[src/rtl/castle_gfx_pkg.sv]
// rtl/castle_gfx_pkg.sv - shared widths, colour/mode/state types and screen size for the tile painter
package castle_gfx_pkg;

    localparam int X_W      = 8;
    localparam int Y_W      = 7;
    localparam int CNT_W    = 5;
    localparam int COLOUR_W = 3;

    localparam int DEF_SCREEN_W = 160;
    localparam int DEF_SCREEN_H = 120;

    typedef logic [COLOUR_W-1:0] colour_t;

    typedef enum logic [1:0] {
        MODE_FILL    = 2'b00,
        MODE_INSET   = 2'b01,
        MODE_OUTLINE = 2'b10,
        MODE_RSVD    = 2'b11
    } mode_t;

    typedef enum logic [1:0] {
        S_IDLE  = 2'b00,
        S_PAINT = 2'b01,
        S_DONE  = 2'b10
    } state_t;

endpackage

[src/rtl/tile_pixel_classify.sv]
// rtl/tile_pixel_classify.sv - per-offset plot enable and fg/bg select for FILL, INSET and OUTLINE
module tile_pixel_classify #(
    parameter int TILE     = 25,
    parameter int INSET    = 5,
    parameter int BORDER_W = 1
) (
    input  logic [4:0] dx,
    input  logic [4:0] dy,
    input  logic [1:0] mode,
    output logic       plot_en,
    output logic       use_fg
);
    import castle_gfx_pkg::*;

    localparam logic [CNT_W-1:0] CORE_LO = CNT_W'(INSET);
    localparam logic [CNT_W-1:0] CORE_HI = CNT_W'(TILE - 1 - INSET);
    localparam logic [CNT_W-1:0] RING_LO = CNT_W'(BORDER_W);
    localparam logic [CNT_W-1:0] RING_HI = CNT_W'(TILE - BORDER_W);

    logic in_core;
    logic on_ring;

    assign in_core = (dx >= CORE_LO) && (dx <= CORE_HI) &&
                     (dy >= CORE_LO) && (dy <= CORE_HI);
    assign on_ring = (dx < RING_LO) || (dx >= RING_HI) ||
                     (dy < RING_LO) || (dy >= RING_HI);

    // Reserved mode falls through to the FILL default.
    always_comb begin
        plot_en = 1'b1;
        use_fg  = 1'b0;
        case (mode_t'(mode))
            MODE_INSET: use_fg = in_core;
            MODE_OUTLINE: begin
                plot_en = on_ring;
                use_fg  = 1'b1;
            end
            default: ;
        endcase
    end

endmodule

[src/rtl/tile_painter.sv]
// rtl/tile_painter.sv - scans one TILE x TILE tile into registered VGA pixel writes; TILE_PAINTER_CLIP_EN enables screen clipping
module tile_painter #(
    parameter int TILE     = 25,
    parameter int INSET    = 5,
    parameter int BORDER_W = 1,
    parameter int SCREEN_W = castle_gfx_pkg::DEF_SCREEN_W,
    parameter int SCREEN_H = castle_gfx_pkg::DEF_SCREEN_H
) (
    input  logic       clk,
    input  logic       reset,
    input  logic       draw,
    input  logic       abort,
    input  logic [1:0] mode,
    input  logic [7:0] start_x,
    input  logic [6:0] start_y,
    input  logic [2:0] bg_colour,
    input  logic [2:0] fg_colour,
    output logic [7:0] x_pos,
    output logic [6:0] y_pos,
    output logic [2:0] colour_out,
    output logic       plot,
    output logic       busy,
    output logic       done
);
    import castle_gfx_pkg::*;

    localparam logic [CNT_W-1:0] LAST = CNT_W'(TILE - 1);

    state_t           state, state_next;
    logic             accept;
    logic             last_px;
    logic [CNT_W-1:0] dx, dy;
    logic [1:0]       mode_l;
    logic [X_W-1:0]   sx_l;
    logic [Y_W-1:0]   sy_l;
    colour_t          bg_l, fg_l;
    logic             plot_en, use_fg, on_screen;
    logic [X_W-1:0]   px_x;
    logic [Y_W-1:0]   px_y;

    tile_pixel_classify #(
        .TILE     (TILE),
        .INSET    (INSET),
        .BORDER_W (BORDER_W)
    ) u_classify (
        .dx      (dx),
        .dy      (dy),
        .mode    (mode_l),
        .plot_en (plot_en),
        .use_fg  (use_fg)
    );

`ifdef TILE_PAINTER_CLIP_EN
    // Compare the untruncated sums so tiles hanging off the right/bottom edge do not wrap back on screen.
    logic [X_W:0] sum_x;
    logic [Y_W:0] sum_y;
    assign sum_x     = {1'b0, sx_l} + {{(X_W-CNT_W+1){1'b0}}, dx};
    assign sum_y     = {1'b0, sy_l} + {{(Y_W-CNT_W+1){1'b0}}, dy};
    assign on_screen = (sum_x < (X_W+1)'(SCREEN_W)) && (sum_y < (Y_W+1)'(SCREEN_H));
    assign px_x      = sum_x[X_W-1:0];
    assign px_y      = sum_y[Y_W-1:0];
`else
    assign px_x      = sx_l + {{(X_W-CNT_W){1'b0}}, dx};
    assign px_y      = sy_l + {{(Y_W-CNT_W){1'b0}}, dy};
    assign on_screen = 1'b1;
`endif

    assign last_px = (dx == LAST) && (dy == LAST);
    assign busy    = (state == S_PAINT);

    always_ff @(posedge clk) begin
        if (reset) state <= S_IDLE;
        else       state <= state_next;
    end

    always_comb begin
        state_next = state;
        accept     = 1'b0;
        case (state)
            S_IDLE: begin
                if (draw && !abort) begin
                    state_next = S_PAINT;
                    accept     = 1'b1;
                end
            end
            S_PAINT: begin
                if (abort)        state_next = S_IDLE;
                else if (last_px) state_next = S_DONE;
            end
            S_DONE:  state_next = S_IDLE;
            default: state_next = S_IDLE;
        endcase
    end

    always_ff @(posedge clk) begin
        if (reset) begin
            dx         <= '0;
            dy         <= '0;
            mode_l     <= 2'b00;
            sx_l       <= '0;
            sy_l       <= '0;
            bg_l       <= '0;
            fg_l       <= '0;
            x_pos      <= '0;
            y_pos      <= '0;
            colour_out <= '0;
            plot       <= 1'b0;
            done       <= 1'b0;
        end else begin
            done <= (state == S_DONE);
            if (accept) begin
                mode_l <= mode;
                sx_l   <= start_x;
                sy_l   <= start_y;
                bg_l   <= bg_colour;
                fg_l   <= fg_colour;
            end
            if (state == S_PAINT && !abort) begin
                x_pos      <= px_x;
                y_pos      <= px_y;
                colour_out <= use_fg ? fg_l : bg_l;
                plot       <= plot_en && on_screen;
                if (dx == LAST) begin
                    dx <= '0;
                    dy <= dy + 1'b1;
                end else begin
                    dx <= dx + 1'b1;
                end
            end else begin
                plot <= 1'b0;
                dx   <= '0;
                dy   <= '0;
            end
        end
    end

endmodule
[config.mk]
export PLATFORM = sky130hd
export DESIGN_NAME = tile_painter
export DESIGN_NICKNAME = d
export VERILOG_FILES = /design/src/rtl/castle_gfx_pkg.sv /design/src/rtl/tile_pixel_classify.sv /design/src/rtl/tile_painter.sv
export SDC_FILE = /design/constraint.sdc
export NUM_CORES = 1
export LEC_CHECK = 0
export CAP_MARGIN = 5
export CORE_UTILIZATION = 47
export DETAILED_ROUTE_END_ITERATION = 7
export HOLD_SLACK_MARGIN = 0.03
export PLACE_DENSITY = 0.81
export SLEW_MARGIN = 10
export SYNTH_ARGS = -nofsm -noshare
export SYNTH_HDL_FRONTEND = slang
export SYNTH_SLANG_ARGS = --single-unit
[constraint.sdc]
create_clock -name clk -period 1.8 [get_ports clk]
set_input_delay 0.36 -clock clk [delete_from_list [all_inputs] [get_ports clk]]
set_output_delay 0.36 -clock clk [all_outputs]
set_load 0.01 [all_outputs]
* Word-level counts from Yosys, hierarchy flattened *
Index checks and enable logic that the tools add are counted.

storage, ports and cells
  flip-flop bits (word level) = 55
  output and inout bits = 21

cells by class
  $add $sub $neg = 4
  order comparisons = 8
  equal/unequal tests = 8
  multiplexer cells = 9
  bitwise operators = 1
  reductions and logical operators = 14

operator list
  operator               count
  $add A5 B1 Y5 const B  2
  $eq A5 B5 Y1 const B   2
  $ge A5 B3 Y1 const B   2
  $ge A5 B5 Y1 const B   2
  $le A5 B5 Y1 const B   2
  $lt A5 B1 Y1 const B   2
  $add A8 B5 Y8          1
  $add A7 B5 Y7          1
  $logic_and A1 B1 Y1    6
  $mux W2                3
  $eq A2 B1 Y1 const B   2
  $eq A2 B2 Y1 const B   2
  $pmux W2 S2            1
  $logic_or A1 B1 Y1     3
  $mux W1                3
  $mux W3                1
  $ne A3 B2 Y1 const B   1
  $reduce_or A3 Y1       1
  $logic_not A2 Y1       1
  $ne A2 B2 Y1 const B   1
  $pmux W1 S2            1
  $reduce_and A2 Y1      1
  $reduce_or A2 Y1       1
  $logic_not A1 Y1       1
  $not A1 Y1             1

* Logic depth before layout (Yosys ltp) *
  word-level depth = 6
  mapped depth = 8

* Modules after synthesis *
Synthesis repeated with hierarchy kept, for this count alone.

unflattened totals
  cells, all modules = 313
  area, all modules = 2611.3 um^2

modules (own cells, without submodules)
  module               times used  cells each  area an instance (um^2)  seq. area each (um^2)
  tile_painter         1           294         2488.6                   1101.1
  tile_pixel_classify  1           19          122.6                    0.0

* Least setup slack after synthesis *
No wires, ideal clock.

  kind = register to register
  start point = register dx[0]
  end point = register colour_out[0]
  library setup time = 103 ps
  arrival = 1860 ps
  slack = -163 ps
  cell stages (with the launch flop) = 7
  buffers on the path = 0
  period minus slack after synthesis = 1963 ps
  path through = dfxtp_1 -> ha_1 -> and3b_1 -> o31a_1 -> nor4_4 -> mux2i_1 -> a2111oi_2

on the way
  longest elaborated chain between the ends = 6

RTL lines
  element                                       RTL line                   text
  from (decl)                                   tile_painter.sv:32         logic [CNT_W-1:0] dx, dy;
  from (signal assigned)                        tile_painter.sv:127        dx <= dx + 1'b1;
  $ge A5 B3 Y1 or $le A5 B5 Y1 (tied branches)  tile_pixel_classify.sv:23  assign in_core = (dx >= CORE_LO) && (dx <= CORE_HI) &&
  $logic_and A1 B1 Y1 (*) (2 in series)         tile_pixel_classify.sv:23
  $logic_and A1 B1 Y1 (*)                       tile_pixel_classify.sv:24  (dy >= CORE_LO) && (dy <= CORE_HI);
  $pmux W1 S2 (*)                               tile_pixel_classify.sv:32  case (mode_t'(mode))
  $mux W3 (*)                                   tile_painter.sv:121        colour_out <= use_fg ? fg_l : bg_l;
  to (signal assigned)                          tile_painter.sv:121
  to (decl)                                     tile_painter.sv:20         output logic [2:0] colour_out,

Mark *: on every way between the ends. The rest lies on a longest branch, timed or not.
A chain may end at the register's enable or synchronous reset.

* Final worst setup path *
  start point = register dy[1]
  end point = register colour_out[2]

on the way
  longest elaborated chain between the ends = 5

RTL lines
  element                  RTL line                   text
  from (decl)              tile_painter.sv:32
  from (signal assigned)   tile_painter.sv:125        dy <= dy + 1'b1;
  $ge A5 B3 Y1             tile_pixel_classify.sv:24
  $logic_and A1 B1 Y1      tile_pixel_classify.sv:23
  $logic_and A1 B1 Y1 (*)  tile_pixel_classify.sv:24
  $pmux W1 S2 (*)          tile_pixel_classify.sv:32
  $mux W3 (*)              tile_painter.sv:121

Marked as above.

==> run metrics <==
PortBufs=47; share of cells above drive strength 1=21.5%; TritonRoute pass-1 iters=4; crit end category=flip-flop; register area=1120 µm²; Post-DRT Antenna Nets=0; max incr delay on CP=0.39 ns; WS Path Type=reg -> reg; vias per cell=5.42; area of the multi-input gates=1600 µm²; Finish-stage setup viols=4; CTS tree=done; Hold Fails Final Rpt=0; total number of vias=2538; antenna cells=0; CTS buffer count=5; critical path's slowest cell=dfxtp_4; routability cong.=0.851; failing checks=setup timing; Slew @ Worst Pin=0.343 ns; DP HPWL=4680 µm; per-cell routed wire length=14.2 µm; core box area=5510 µm²; num rows=27; Reg clk slew, reported paths=0.09 ns; Post-synth EDFFs=0; Post-synth top cells=nand2_1 (64), dfxtp_1 (55), a21oi_1 (38); vias in the first global route=2508; maximum fanout along the worst path=4; Die Height=77.6 µm; CP required=2.00 ns; largest cells by area after synthesis=dfxtp_1 (41%), nand2_1 (9.0%), ha_1 (8.4%); clk_skew=0.00487 ns; startpoint types=flip-flop; DRC marker count from the first detailed-route iteration=104; Initial Util=48.7%; CTS Buffer Depth=2; I/O Pins=48; antenna violations before repair=0; Hold Path Class=reg -> reg; Synth Instances=319; clock sink count=55; sequential area share after synthesis=41.0%; #FFs+latches synth=55; number of remaining DRC errors=0; Final Hold Slack=0.453 ns; WP buf/inv=1; final wirelength=6660 µm; max-cap viol count=0; post-route setup TNS=-0.219 ns; Die Width=77.6 µm; crit-path cells=ha_4 > and3b_1 > o31a_1 > nor4_4 > buf_4 > mux2i_1 > a2111oi_2; post-synthesis cell type count=41; top_reg_cell synth=dfxtp_1; clk root buf=clkbuf_8; Final WS setup=-0.0708 ns; clk_lat worst skew=0.30 ns; Tot GR Track Use=22.8%; Worst EP arrival=2.08 ns; Syn-to-layout area delta=41.4%; IR drop worst, VDD=0.444 mV; Final Critical Period=1.87 ns; Die ar.=6020 µm²; cell taking the most area after synthesis=dfxtp_1; Cell Area, Synth=2680 µm²; power per cell area=629 nW/µm²; Synth Warn #=0; Slew Limit Fails=0; Relative slew margins=77.1%; RSZ-0062 raised after global routing=true; Post-Syn Nets=366; nets=442; ys async rst share=0%; Tcrit/Tclk final=104%; grt ovf=0; status=finished with violations; H-tree Lvls=2; largest net degree at the start of global routing=25; cell family with most CP delay=compound AO/OA/AOI/OAI gates; Avg Cell Area, Syn=8.41 µm²; Filler Cell Count=410; Leak=1.43 nW; most frequent cell after synthesis=nand2_1; first-pass GRT wire length=10900 µm; top cell type's share of synthesized area=41.0%; Max Freq=535 MHz
## through the flow
step | util, % | total power [mW] | setup slack, ns | cells | instance area, µm²
after detailed placement | 64.2 | 1.56 | -0.158 | 457 | 3530
after global placement | 64.2 | 1.55 | -0.0987 | 457 | 3530
final | 68.9 | 2.39 | -0.0708 | 468 | 3790
after floorplan | - | 1.42 | -0.0192 | 319 | 2720
after CTS | 67.4 | 2.39 | -0.0862 | 467 | 3710
after global routing | 68.9 | 2.49 | -0.164 | 468 | 3790
## worst reg2reg max path, cell delays in order, from the launching register on
cell and delay (ns):
dfxtp_4 0.39, ha_4 0.14, and3b_1 0.17, o31a_1 0.27
nor4_4 0.24, buf_4 0.18, mux2i_1 0.09, a2111oi_2 0.29
## power breakdown
group,switching (mW),total (mW),internal (mW)
registers,0.0265,1.27,1.25
clock network,0.392,0.843,0.451
logic,0.124,0.272,0.148
total,0.542,2.39,1.85
## placed cells by master, fill, tap and decap left out, types with 4 or more instances in the layout
master,n
a21oi_1,34
a21oi_2,4
buf_4,35
clkbuf_8,6
clkdlybuf4s50_1,46
dfxtp_1,49
ha_1,13
ha_4,5
inv_1,12
nand2_1,64
nand2b_1,4
nand3_1,4
nand4_1,4
nor2_1,21
o21ai_0,5
o31a_1,4
xnor2_1,7
xor2_1,6
## what timing repair did
action,CTS,global route
gates resized for setup,14,20
setup buffers,3,1
endpoints found under the setup margin,10,11
hold buffers,0,0
pin swaps,6,8
## routing by layer
layer / GRT usage, % / wire length, µm / vias to the layer above
met1: 24.2 / 2700 / 1227
met2: 44.2 / 3600 / 52
met3: 3.88 / 195 / 16
met5: 0 / 0 / -
li1: - / - / 1243
met4: 8.49 / 164 / 0
## sequential cells by signal, summed over array words and instances, names as in the netlist
name	cells
done	1
y_pos	7
fg_l	3
bg_l	3
sy_l	7
mode_l	2
state	2
plot	1
dy	5
colour_out	3
dx	5
sx_l	8
x_pos	8
## layout make-up
class / instances / share of cell area [%]
well taps: 72 / 2.37
multi-input cells: 232 / 42.2
inverters: 14 / 1.38
flip-flops and latches: 55 / 29.4
repair buffers: 87 / 21.6
clock inverters: 2 / 0.923
clock buffers: 6 / 2.18
## cells by family (layout without fill, tap and decap cells)
| logic type | count (synthesis) | count (layout) | synth area share [%] |
|---|---|---|---|
| and+or+nand+nor | 124 | 124 | 22.1 |
| AOI/OAI and AO/OA | 71 | 71 | 16.7 |
| DFF | 55 | 55 | 41.0 |
| buffers and inverters | 32 | 109 | 4.52 |
| adders and majority gates | 20 | 20 | 9.88 |
| xor gates and xnor gates | 13 | 13 | 4.24 |
| muxes | 4 | 4 | 1.49 |
## final timing paths
check                                     end  slack, ns     from  cells after the start
worst min-delay path                  bg_l[2]       0.45  bg_l[2]                      2
worst min register to register        bg_l[2]       0.45  bg_l[2]                      2
worst max-delay path            colour_out[2]      -0.07    dy[1]                      7
worst max register to register  colour_out[2]      -0.07    dy[1]                      7
Note: power is estimated with default switching activity, not from simulation.
